File: src/rtl/slink_channel_despread_fifo_pkg.sv
// Shared defaults and a small index helper for the RX despread compactor/FIFO slice.
package slink_channel_despread_fifo_pkg;

  localparam int unsigned DefaultNumChan = 8;
  localparam int unsigned DefaultDepth   = 2;

  // Wrap-around increment for indices in 0..limit-1; limit need not be a power of two.
  function automatic int unsigned wrap_inc(input int unsigned idx, input int unsigned limit);
    return (idx + 1 >= limit) ? 0 : idx + 1;
  endfunction

endpackage

File: src/rtl/slink_channel_compact.sv
// Combinational lane compactor: packs the valid lanes of a beat into the low lanes,
// preserving their relative order, and reports how many there were.
module slink_channel_compact
  import slink_channel_despread_fifo_pkg::*;
#(
  parameter type         element_t = logic [15:0],
  parameter int unsigned NumChan   = DefaultNumChan,
  localparam int unsigned CntW     = $clog2(NumChan + 1)
) (
  input  logic     [NumChan-1:0] valid_i,
  input  element_t [NumChan-1:0] data_i,
  output element_t [NumChan-1:0] data_o,
  output logic     [CntW-1:0]    cnt_o
);

  // pc is the running popcount of lanes below i, i.e. the destination lane of lane i.
  always_comb begin
    logic [CntW-1:0] pc;
    data_o = '0;
    pc     = '0;
    for (int unsigned i = 0; i < NumChan; i++) begin
      if (valid_i[i]) begin
        for (int unsigned j = 0; j <= i; j++) begin
          if (pc == CntW'(j)) data_o[j] = data_i[i];
        end
      end
      pc = pc + CntW'(valid_i[i]);
    end
    cnt_o = pc;
  end

endmodule

File: src/rtl/slink_channel_despread_fifo.sv
// RX-path despread compactor followed by a Depth-entry FIFO of compacted beats.
// Full throughput, including simultaneous push and pop when full.
module slink_channel_despread_fifo
  import slink_channel_despread_fifo_pkg::*;
#(
  parameter type         element_t = logic [15:0],
  parameter int unsigned NumChan   = DefaultNumChan,
  parameter int unsigned Depth     = DefaultDepth,
  localparam int unsigned CntW     = $clog2(NumChan + 1),
  localparam int unsigned UsageW   = $clog2(Depth + 1)
) (
  input  logic                   clk_i,
  input  logic                   rst_i,
  input  logic                   clear_i,
  input  logic     [NumChan-1:0] valid_i,
  output logic                   ready_o,
  input  element_t [NumChan-1:0] data_i,
  output logic     [NumChan-1:0] valid_o,
  input  logic                   ready_i,
  output element_t [NumChan-1:0] data_o,
  output logic     [CntW-1:0]    cnt_o,
  output logic     [UsageW-1:0]  usage_o
);

  localparam int unsigned PtrW = (Depth > 1) ? $clog2(Depth) : 1;

  element_t [NumChan-1:0] cmp_data;
  logic     [CntW-1:0]    cmp_cnt;

  element_t [NumChan-1:0] mem_data [Depth];
  logic     [CntW-1:0]    mem_cnt  [Depth];

  logic [PtrW-1:0]   wr_ptr;
  logic [PtrW-1:0]   rd_ptr;
  logic [UsageW-1:0] usage_q;
  logic              empty;
  logic              full;
  logic              push;
  logic              pop;

  slink_channel_compact #(
    .element_t (element_t),
    .NumChan   (NumChan)
  ) u_compact (
    .valid_i (valid_i),
    .data_i  (data_i),
    .data_o  (cmp_data),
    .cnt_o   (cmp_cnt)
  );

  assign empty = (usage_q == '0);
  assign full  = (usage_q == UsageW'(Depth));

  // ready_i feeds ready_o combinationally so a full FIFO can push and pop in one cycle.
  assign ready_o = ~(rst_i | clear_i) & (~full | ready_i);
  assign push    = (|valid_i) & ready_o;
  assign pop     = ~empty & ready_i;

  always_ff @(posedge clk_i) begin
    if (rst_i || clear_i) begin
      wr_ptr  <= '0;
      rd_ptr  <= '0;
      usage_q <= '0;
    end else begin
      if (push) wr_ptr <= PtrW'(wrap_inc(32'(wr_ptr), Depth));
      if (pop)  rd_ptr <= PtrW'(wrap_inc(32'(rd_ptr), Depth));
      if (push && !pop)      usage_q <= usage_q + UsageW'(1);
      else if (pop && !push) usage_q <= usage_q - UsageW'(1);
    end
  end

  // Entry payload needs no reset: it is only observed through the occupancy-gated head.
  always_ff @(posedge clk_i) begin
    if (push) begin
      mem_data[wr_ptr] <= cmp_data;
      mem_cnt[wr_ptr]  <= cmp_cnt;
    end
  end

  always_comb begin
    data_o  = '0;
    cnt_o   = '0;
    valid_o = '0;
    if (!empty) begin
      data_o = mem_data[rd_ptr];
      cnt_o  = mem_cnt[rd_ptr];
    end
    for (int unsigned i = 0; i < NumChan; i++) begin
      valid_o[i] = (CntW'(i) < cnt_o);
    end
  end

  assign usage_o = usage_q;

  a_valid_mask : assert property (@(posedge clk_i) disable iff (rst_i)
    valid_o == ~({NumChan{1'b1}} << cnt_o));

  a_no_push_full : assert property (@(posedge clk_i) disable iff (rst_i)
    (full && !ready_i) |-> !push);

  a_usage_bound : assert property (@(posedge clk_i) disable iff (rst_i)
    usage_q <= UsageW'(Depth));

  a_upstream_hold : assert property (@(posedge clk_i) disable iff (rst_i)
    ((|valid_i) && !ready_o && !clear_i) |=> ($stable(valid_i) && $stable(data_i)));

endmodule

File: config.mk
export PLATFORM = sky130hd
export DESIGN_NAME = slink_channel_despread_fifo
export DESIGN_NICKNAME = d
export VERILOG_FILES = /design/src/rtl/slink_channel_despread_fifo_pkg.sv /design/src/rtl/slink_channel_compact.sv /design/src/rtl/slink_channel_despread_fifo.sv
export SDC_FILE = /design/constraint.sdc
export NUM_CORES = 1
export LEC_CHECK = 0
export ABC_AREA = 1
export BUFFER_PORTS_ARGS = -buffer_cell sky130_fd_sc_hd__buf_2
export CELL_PAD_IN_SITES_DETAIL_PLACEMENT = 1
export CELL_PAD_IN_SITES_GLOBAL_PLACEMENT = 2
export CORE_UTILIZATION = 36
export CTS_BUF_LIST = sky130_fd_sc_hd__clkbuf_4 sky130_fd_sc_hd__clkbuf_8
export DETAILED_ROUTE_END_ITERATION = 12
export PLACE_DENSITY_LB_ADDON = 0.1
export SLEW_MARGIN = 20
export SYNTH_ARGS = -nofsm -noshare
export SYNTH_HDL_FRONTEND = slang
export SYNTH_SLANG_ARGS = --single-unit
File: constraint.sdc
create_clock -name clk_i -period 16.8 [get_ports clk_i]
set_input_delay 1.68 -clock clk_i [delete_from_list [all_inputs] [get_ports clk_i]]
set_output_delay 1.68 -clock clk_i [all_outputs]
set_load 0.05 [all_outputs]
==> results of run 1 <==
-- worst max-delay path, cell delays in order --
cell,delay (ns)
sky130_fd_sc_hd__buf_2,0.32
sky130_fd_sc_hd__fa_1,0.53
sky130_fd_sc_hd__ha_1,0.24
sky130_fd_sc_hd__ha_1,0.30
sky130_fd_sc_hd__buf_4,0.21
sky130_fd_sc_hd__ha_1,0.45
sky130_fd_sc_hd__ha_1,0.25
sky130_fd_sc_hd__inv_1,0.07
sky130_fd_sc_hd__nand2_1,0.06
sky130_fd_sc_hd__nand2_1,0.46
sky130_fd_sc_hd__nor2_4,0.77
sky130_fd_sc_hd__buf_4,0.53
sky130_fd_sc_hd__nand2_1,0.57
sky130_fd_sc_hd__nand2_1,0.22
sky130_fd_sc_hd__nand2_1,0.08
sky130_fd_sc_hd__nand2_1,0.06
sky130_fd_sc_hd__nand2_1,0.08
-- report_power, final --
| group | leakage (nW) | switching (W) | internal, W | total, W |
|---|---|---|---|---|
| logic | 6.32 | 0.000663 | 0.000193 | 0.000855 |
| clock network | 0.498 | 0.000280 | 0.000336 | 0.000616 |
| registers | 2.49 | 0.0000112 | 0.000833 | 0.000845 |
| total | 9.31 | 0.000954 | 0.00136 | 0.00232 |
-- cells by family (layout without fill, tap and decap cells) --
kind of cell               Yosys count  in the layout  synth area share
other                                0              3                 0
adders and majority gates           16             16            0.0119
and+or+nand+nor                   1570           1570             0.388
xor gates and xnor gates             3              3           0.00300
buffers and inverters              302            519            0.0741
DFF                                269            269             0.458
AOI/OAI and AO/OA                  225            225            0.0646
-- Yosys cell counts --
master	count
sky130_fd_sc_hd__nand2_1	977
sky130_fd_sc_hd__nand3_1	307
sky130_fd_sc_hd__edfxtp_1	264
sky130_fd_sc_hd__a21oi_1	137
sky130_fd_sc_hd__nand4_1	132
sky130_fd_sc_hd__inv_1	114
sky130_fd_sc_hd__nor2_1	112
sky130_fd_sc_hd__clkbuf_1	105
sky130_fd_sc_hd__o21ai_0	58
sky130_fd_sc_hd__buf_2	40
sky130_fd_sc_hd__o21ai_1	28
sky130_fd_sc_hd__clkbuf_2	16
sky130_fd_sc_hd__ha_1	15
sky130_fd_sc_hd__buf_4	13
sky130_fd_sc_hd__nor3_1	12
sky130_fd_sc_hd__nand3_2	9
sky130_fd_sc_hd__buf_6	6
sky130_fd_sc_hd__nand2_2	6
sky130_fd_sc_hd__dfxtp_1	5
sky130_fd_sc_hd__nand2_4	4
sky130_fd_sc_hd__buf_1	3
sky130_fd_sc_hd__clkinv_1	3
sky130_fd_sc_hd__nor2_2	3
sky130_fd_sc_hd__nor3_2	3
sky130_fd_sc_hd__inv_2	2
sky130_fd_sc_hd__nand3_4	2
sky130_fd_sc_hd__fa_1	1
sky130_fd_sc_hd__nand3b_1	1
sky130_fd_sc_hd__nor2_8	1
sky130_fd_sc_hd__nor4_1	1
sky130_fd_sc_hd__o21bai_1	1
sky130_fd_sc_hd__o31ai_1	1
sky130_fd_sc_hd__xnor2_2	1
sky130_fd_sc_hd__xor2_1	1
sky130_fd_sc_hd__xor2_4	1
-- path summary, 6_finish.rpt --
check | cells past startpoint | slack, ns | endpoint | from
max | 17 | 10.22 | mem_data[0][19] | valid_i[1]
min | 2 | 0.47 | register | rd_ptr
max reg2reg | 6 | 13.37 | mem_data[0][49] | usage_o[0]
min reg2reg | 2 | 0.47 | register | rd_ptr
-- layer usage --
| metal | track usage | up-vias | part of all wire |
|---|---|---|---|
| li1 | - | 8380 | - |
| met1 | 0.421 | 8635 | 0.44 |
| met2 | 0.492 | 623 | 0.46 |
| met3 | 0.0448 | 135 | 0.062 |
| met4 | 0.104 | 12 | 0.032 |
| met5 | 0 | - | 0.00098 |
-- metrics by stage --
step | cell area (um^2) | cells | hold slack (ns) | utilization
2_1_floorplan | 17500 | 2385 | 0.447 | -
3_3_place_gp | 19200 | 3133 | 0.450 | 0.401
3_5_place_dp | 19200 | 3133 | 0.466 | 0.401
4_1_cts | 20100 | 3216 | 0.479 | 0.421
5_1_grt | 20200 | 3220 | 0.516 | 0.421
6_report | 20200 | 3220 | 0.474 | 0.421
-- registers in the layout, indices dropped and copies added (netlist names), named ones only --
name,cells
mem_cnt,8
usage_o,2
rd_ptr,1
wr_ptr,1
mem_data,256
-- layout by cell type (no fill, tap or decap), types with 2 or more instances in the layout --
| cell | instances |
|---|---|
| sky130_fd_sc_hd__dfxtp_1 | 4 |
| sky130_fd_sc_hd__nand3_2 | 10 |
| sky130_fd_sc_hd__inv_2 | 2 |
| sky130_fd_sc_hd__a21oi_1 | 137 |
| sky130_fd_sc_hd__bufinv_16 | 4 |
| sky130_fd_sc_hd__nand3_1 | 306 |
| sky130_fd_sc_hd__edfxtp_1 | 264 |
| sky130_fd_sc_hd__nor3_4 | 2 |
| sky130_fd_sc_hd__nand2_2 | 6 |
| sky130_fd_sc_hd__nand4_1 | 132 |
| sky130_fd_sc_hd__nor2_1 | 108 |
| sky130_fd_sc_hd__ha_1 | 15 |
| sky130_fd_sc_hd__buf_4 | 34 |
| sky130_fd_sc_hd__nor2_4 | 5 |
| sky130_fd_sc_hd__o21ai_1 | 28 |
| sky130_fd_sc_hd__clkinv_1 | 14 |
| sky130_fd_sc_hd__o21ai_0 | 58 |
| sky130_fd_sc_hd__nand2_4 | 4 |
| sky130_fd_sc_hd__nand3_4 | 2 |
| sky130_fd_sc_hd__buf_2 | 282 |
| sky130_fd_sc_hd__nor2_2 | 2 |
| sky130_fd_sc_hd__diode_2 | 3 |
| sky130_fd_sc_hd__clkinv_2 | 13 |
| sky130_fd_sc_hd__clkbuf_8 | 46 |
| sky130_fd_sc_hd__nand2_1 | 977 |
| sky130_fd_sc_hd__clkbuf_4 | 7 |
| sky130_fd_sc_hd__nor3_2 | 9 |
| sky130_fd_sc_hd__inv_1 | 113 |
| sky130_fd_sc_hd__nor3_1 | 4 |
-- layout make-up --
| cell class | instances | area (um^2) |
|---|---|---|
| antenna | 3 | 7.51 |
| multi-input combinational | 1814 | 8300 |
| clock buffer | 53 | 686 |
| tap | 615 | 769 |
| inverter | 119 | 448 |
| timing repair buffer | 317 | 1680 |
| fill | 6042 | 27700 |
| clock inverter | 30 | 250 |
| sequential | 269 | 8030 |
==> results.txt, run 1 <==
- Routability cong.: 0.929
- The routed design has 76600 um of wire.
* Overall routing resource usage: 0.306
* Antenna violations before repair: 10
- The tree built by TritonCTS fans out to between 200 and 300 sinks.
- Count of synthesis-stage warnings from yosys: 0
- Worst EP required: about 17 ns
- Initial Utilization: 0.366
- Across all setup checks in the final design, the least slack found is 10.22 ns.
- By area the synthesized netlist is led by sky130_fd_sc_hd__edfxtp_1 45%, sky130_fd_sc_hd__nand2_1 21%, sky130_fd_sc_hd__nand3_1 8.8%, sky130_fd_sc_hd__nand4_1 4.7%, sky130_fd_sc_hd__a21oi_1 3.9%.
* Power density cells: 115 mW/mm^2
- The number of clock buffers added by TritonCTS is 46.
- 283 I/O pins were placed.
* I/O Buffers: about 280
- Setup crit start kind: input port
- Post-synth top area cell: sky130_fd_sc_hd__edfxtp_1
- Die Y: 223 um
- Cell row count: 80
- TritonCTS clock tree: yes
* Number of optimization iterations in the first detailed-route pass: 5
- Transition time at the pin with the least slew margin: 1.07 ns
- Across the run, the number of max-cap violations was 0.
* Final Critical Period: approximately 6.6 ns
* Share of the yosys chip area belonging to registers: 0.458
- Average wire per cell in the routed design: between 20 and 25 um
* Post-cts sizing count: 0
- The final-report max-slew violation count is 0.
- Overall die area: 0.0495 mm^2
- Setup violations remaining at the end of the flow were counted as 0.
- Maximum number of pins on one net before global-route repair: 88
- The later pin in the worst-skew pair is clocked with a latency of a little over 0.6 ns.
* Via Count: 17800
- Pre-CTS worst setup slack: 9.62 ns
- The tree is rooted in a sky130_fd_sc_hd__clkbuf_8.
- Hold repair after CTS inserted 0 buffers.
- After the last flow step, the layout net total stands at 2723.
- Synthesis handed over a netlist of 2385 instances.
- Share of layout cells above drive strength 1: 0.168
* Area growth from synthesis to layout: 15.1%
- Top achievable clock speed: 152 MHz
- Counting along the longest clock path gives a buffer depth of 3.
* Vias in the first global route: roughly 18000
* Post-synthesis sequential element count: 269
- The H-tree generated during clock tree synthesis spans 2 levels.
* Critical path fanouts, max: between 40 and 50
- Vias per std cell: ~5.5
* Post-synthesis instance area: 0.0175 mm^2
- Min-delay worst type: reg2reg
- Setup repair after global routing missed its margin: no
- The worst pin sits at a relative slew slack of 0.283.
- Detailed router's first-iteration violation count: 1487
- Summed over all layers, the global routing overflow is 0.
- Yosys mapped the design onto 35 distinct sky130hd cell types.
* # Post-CTS Setup Buffers: 0
- Top-area cell type share of the netlist area: 0.453
* Data arrival at the endpoint of the critical path: 6.94 ns
- Mean area per synthesized cell: ~7.3 um^2
- Max rail drop VDD: between 40 and 50 uV
- Clock-pin slew was measured on the worst setup and hold paths at 0.06 ns.
* Type of element capturing the critical path: register
- The first global-routing pass estimated 114000 um of wire.
* Core Region: 0.0478 mm^2
- Net count after synthesis: 2541
* Count of antenna-violating nets left after detailed routing: 0
- In the routed design, unresolved DRC markers number 0.
- The floorplan step set the die width to 223 um.
- In the finished design, the share of the clock period the worst path needs comes to 0.392.
* Critical path class: in2reg
- Summed over all nets, the half-perimeter wirelength after detailed placement is between 50000 and 60000 um.
* Total power after layout: 0.00232 W
- The final number of hold-violating endpoints is 0.
* Largest clock skew in the final design: around 0.017 ns
* Pleak: ~9.3 nW
* Outcome: completed
* Setup tns final: 0 ns
Note: power is estimated with default switching activity, not from simulation.
==> run 2, diff against run 1 <==
--- a/config.mk
+++ b/config.mk
@@ -9,7 +9,7 @@
 export BUFFER_PORTS_ARGS = -buffer_cell sky130_fd_sc_hd__buf_2
 export CELL_PAD_IN_SITES_DETAIL_PLACEMENT = 1
 export CELL_PAD_IN_SITES_GLOBAL_PLACEMENT = 2
-export CORE_UTILIZATION = 36
+export CORE_UTILIZATION = 30
 export CTS_BUF_LIST = sky130_fd_sc_hd__clkbuf_4 sky130_fd_sc_hd__clkbuf_8
 export DETAILED_ROUTE_END_ITERATION = 12
 export PLACE_DENSITY_LB_ADDON = 0.1
==> constraint.sdc (replaced) <==
create_clock -name clk_i -period 5.9 [get_ports clk_i]
set_input_delay 0.59 -clock clk_i [delete_from_list [all_inputs] [get_ports clk_i]]
set_output_delay 0.59 -clock clk_i [all_outputs]
set_load 0.05 [all_outputs]
==> run 2 against run 1 <==
Compared with the run above:
- total power increased to 2.8 times the previous value
- worst hold slack got worse by 0.17 ns
- sequential power increased to 2.8 times the previous value
- largest cell class unchanged
- highest routed layer unchanged
==> results.txt, run 2 (synthesis gave the netlist of run 1 again) <==
* Outcome: completed (unchanged)
- The DRC violation count after routing came to 0 (unchanged).
- The root buffer cell is sky130_fd_sc_hd__clkbuf_8 (unchanged).
* Data arrival at the endpoint of the critical path: 4.58 ns (was 6.94 ns)
- Final cycle utilization of the critical path: 0.715
- The worst max-slew margin expressed relative to the limit came to 0.309 (was 0.283).
* Share of layout cells above drive strength 1: 0.175 (was 0.168)
- Highest-count cells in the layout ignoring fill and taps: 976 x sky130_fd_sc_hd__nand2_1, 307 x sky130_fd_sc_hd__nand3_1, 282 x sky130_fd_sc_hd__buf_2, 264 x sky130_fd_sc_hd__edfxtp_1, 137 x sky130_fd_sc_hd__a21oi_1 (was 977 x sky130_fd_sc_hd__nand2_1, 306 x sky130_fd_sc_hd__nand3_1, 282 x sky130_fd_sc_hd__buf_2, 264 x sky130_fd_sc_hd__edfxtp_1, 137 x sky130_fd_sc_hd__a21oi_1)
* Most common cell after layout, fill and taps aside: sky130_fd_sc_hd__nand2_1 (unchanged)
- Type of element capturing the critical path: register (unchanged)
- Setup crit start kind: input port (unchanged)
- The number of cells in the design after placement was 3302 (was 3133).
- Number of instances on the worst hold path: 4 (was 2)
- Area growth from synthesis to layout: 17.1% (was 15.1%)
- Net count, final: 2743 (was 2723)
* Number of clock sinks seen by CTS: 269 (unchanged)
- The floorplan die area is 0.0594 mm^2 (was 0.0495 mm^2).
- The clock transition at the registers of the reported paths came to 0.06 ns (about the same).
- The largest clock skew in the final design was 0.0303 ns (was 0.0165 ns).
* Ports: 283 (unchanged)
- The worst slack after detailed placement is 1.07 ns (was 9.62 ns).
- Die Y: 244 um (was 223 um)
* Maximum Capacitance Violations: 0 (unchanged)
* Top achievable clock speed: 237 MHz
- The H-tree depth came to 2 (unchanged).
- Reg-to-reg slack, setup: 3.37 ns (was 13.37 ns)
- Final Critical Period: 4.22 ns
- The wire length of the first global-routing pass is 119000 um (was 114000 um).
* Total power after layout: 0.00656 W (was 0.00232 W)
- Final Hold Vio Count: 0 (unchanged)
- Detailed-route wire length: 80400 um (was 76600 um)
- Worst hold start: rst_i (was rd_ptr)
- Number of max-slew violations in the final report: 0 (unchanged)
- The final cell count without fillers is 3388 (was 3220).
- The per-cell routed wire length came to 23.7 um (was 23.8 um).
- Initial Utilization: 0.304 (was 0.366)
- The placeable core region is 0.0577 mm^2 (was 0.0478 mm^2).
- The leakage component of the power was 9.39 nW (was 9.31 nW).
- The storage element area was 0.00803 mm^2 (unchanged).
- The type of the tightest min-delay check was in2reg (was reg2reg).
- The number of antenna violations at the first check in global routing came to 9 (was 10).
- Minimum hold slack: 0.301 ns (was 0.474 ns)
- Multi-input logic area: 0.00829 mm^2 (was 0.00830 mm^2)
- The final worst setup slack is 1.68 ns (was 10.22 ns).
- The quantity of I/O buffers inserted on ports is 282 (unchanged).
- The global placement routability congestion is 0.923 (was 0.929).
- Finish-stage setup viols: 0 (unchanged)
* Final HPWL DP: 60200 um (was 56400 um)
- The number of core rows is 88 (was 80).
- The post-CTS setup buffer count was 0 (unchanged).
- Width of the die: 244 um (was 223 um)
- The overall fraction of global-route tracks in use is 0.267 (was 0.306).
- For hold timing, the worst endpoint is wr_ptr.
- The register containing the most flip-flops in the final layout is mem_data (unchanged).
- Source-to-sink clock delay at the later pin of the worst-skew pair: 0.63 ns (was 0.62 ns)
* Finished Core Util: 0.356 (was 0.421)
- Power density cells: 320 mW/mm^2 (was 115 mW/mm^2)
- The critical register-to-register path startpoint is usage_o[0] (unchanged).
* Vias per std cell: 5.23 (was 5.52)
- Critical path class: in2reg (unchanged)
* R2R depth: 5 (was 6)
- The critical register-to-register path endpoint is mem_data[0][43] (was mem_data[0][49]).
- The data required time at the worst endpoint is 6.26 ns (was 17.15 ns).
- Transition time at the pin with the least slew margin: 1.03 ns (was 1.07 ns)
- Flip-flop count of the largest register after layout: 256 (unchanged)
* Maximum number of pins on one net before global-route repair: 133 (was 88)
* Post-cts sizing count: 0 (unchanged)
- GRT overflow: 0 (unchanged)
- The filler cell count is 7180 (was 6042).
- The violation count after the first detailed-routing iteration came to 1388 (was 1487).
- Number of optimization iterations in the first detailed-route pass: 6 (was 5)
- Hold buffer count at CTS: 0 (unchanged)
- The number of buffers inserted during clock tree synthesis was 47 (was 46).
- Setup repair after global routing missed its margin: no (unchanged)
- Via Count: 17700 (was 17800)
* Deepest clock path buffer count: 3 (unchanged)
* Max rail drop VDD: 187 uV (was 47.7 uV)
- The TritonCTS clock tree is yes (unchanged).
- Critical path fanouts, max: 16 (was 44)
- The number of global-route vias before repair was 17600 (about the same).
- The count of antenna-violating nets left after detailed routing was 0 (unchanged).
## run 2: power breakdown
part,leakage [nW],switching (W),internal [W]
Clock,0.469,0.000798,0.000853
Sequential,2.49,0.0000311,0.00237
Combinational,6.43,0.00192,0.000578
Total,9.39,0.00275,0.00380
## run 2: worst max-delay path by stage
stage | start | end
after floorplan | valid_i[0] | mem_cnt[0][0]
after global placement | valid_i[2] | mem_data[0][28]
after detailed placement | valid_i[2] | mem_data[0][30]
after CTS | valid_i[2] | mem_data[0][30]
after global routing | valid_i[0] | mem_data[0][17]
final | valid_i[2] | mem_data[0][30]
## run 2: critical path, stage by stage
cell and delay, ns:
sky130_fd_sc_hd__buf_2 0.19, sky130_fd_sc_hd__fa_1 0.50, sky130_fd_sc_hd__ha_1 0.36, sky130_fd_sc_hd__ha_1 0.22, sky130_fd_sc_hd__ha_1 0.38, sky130_fd_sc_hd__ha_1 0.39
sky130_fd_sc_hd__ha_1 0.44, sky130_fd_sc_hd__nor3_2 0.67, sky130_fd_sc_hd__nand3_2 0.50, sky130_fd_sc_hd__nand2_1 0.23, sky130_fd_sc_hd__nand2_1 0.10
## run 2: metal layers
metal  part of all wire  global-route usage  wire length, um  up-vias
met5            0.00095                   0               76        -
met4              0.020              0.0586             1630       12
met3              0.057              0.0344             4560      108
met2               0.47               0.430            37400      607
met1               0.46               0.380            36700     8576
li1                   -                   -                -     8422
## run 2: cell type report
| class | instances | share of cell area |
|---|---|---|
| clock inverter | 20 | 0.00598 |
| antenna | 2 | 0.000244 |
| inverter | 119 | 0.0218 |
| timing repair buffer | 336 | 0.0926 |
| multi-input combinational | 1814 | 0.404 |
| tap | 765 | 0.0467 |
| sequential | 269 | 0.391 |
| clock buffer | 63 | 0.0374 |
## run 2: stage by stage
stage          TNS [ns]  area (um^2)
6_report              0        20500
5_1_grt               0        20500
4_1_cts               0        20500
3_5_place_dp          0        19600
3_3_place_gp          0        19600
2_1_floorplan   -528.64        17500
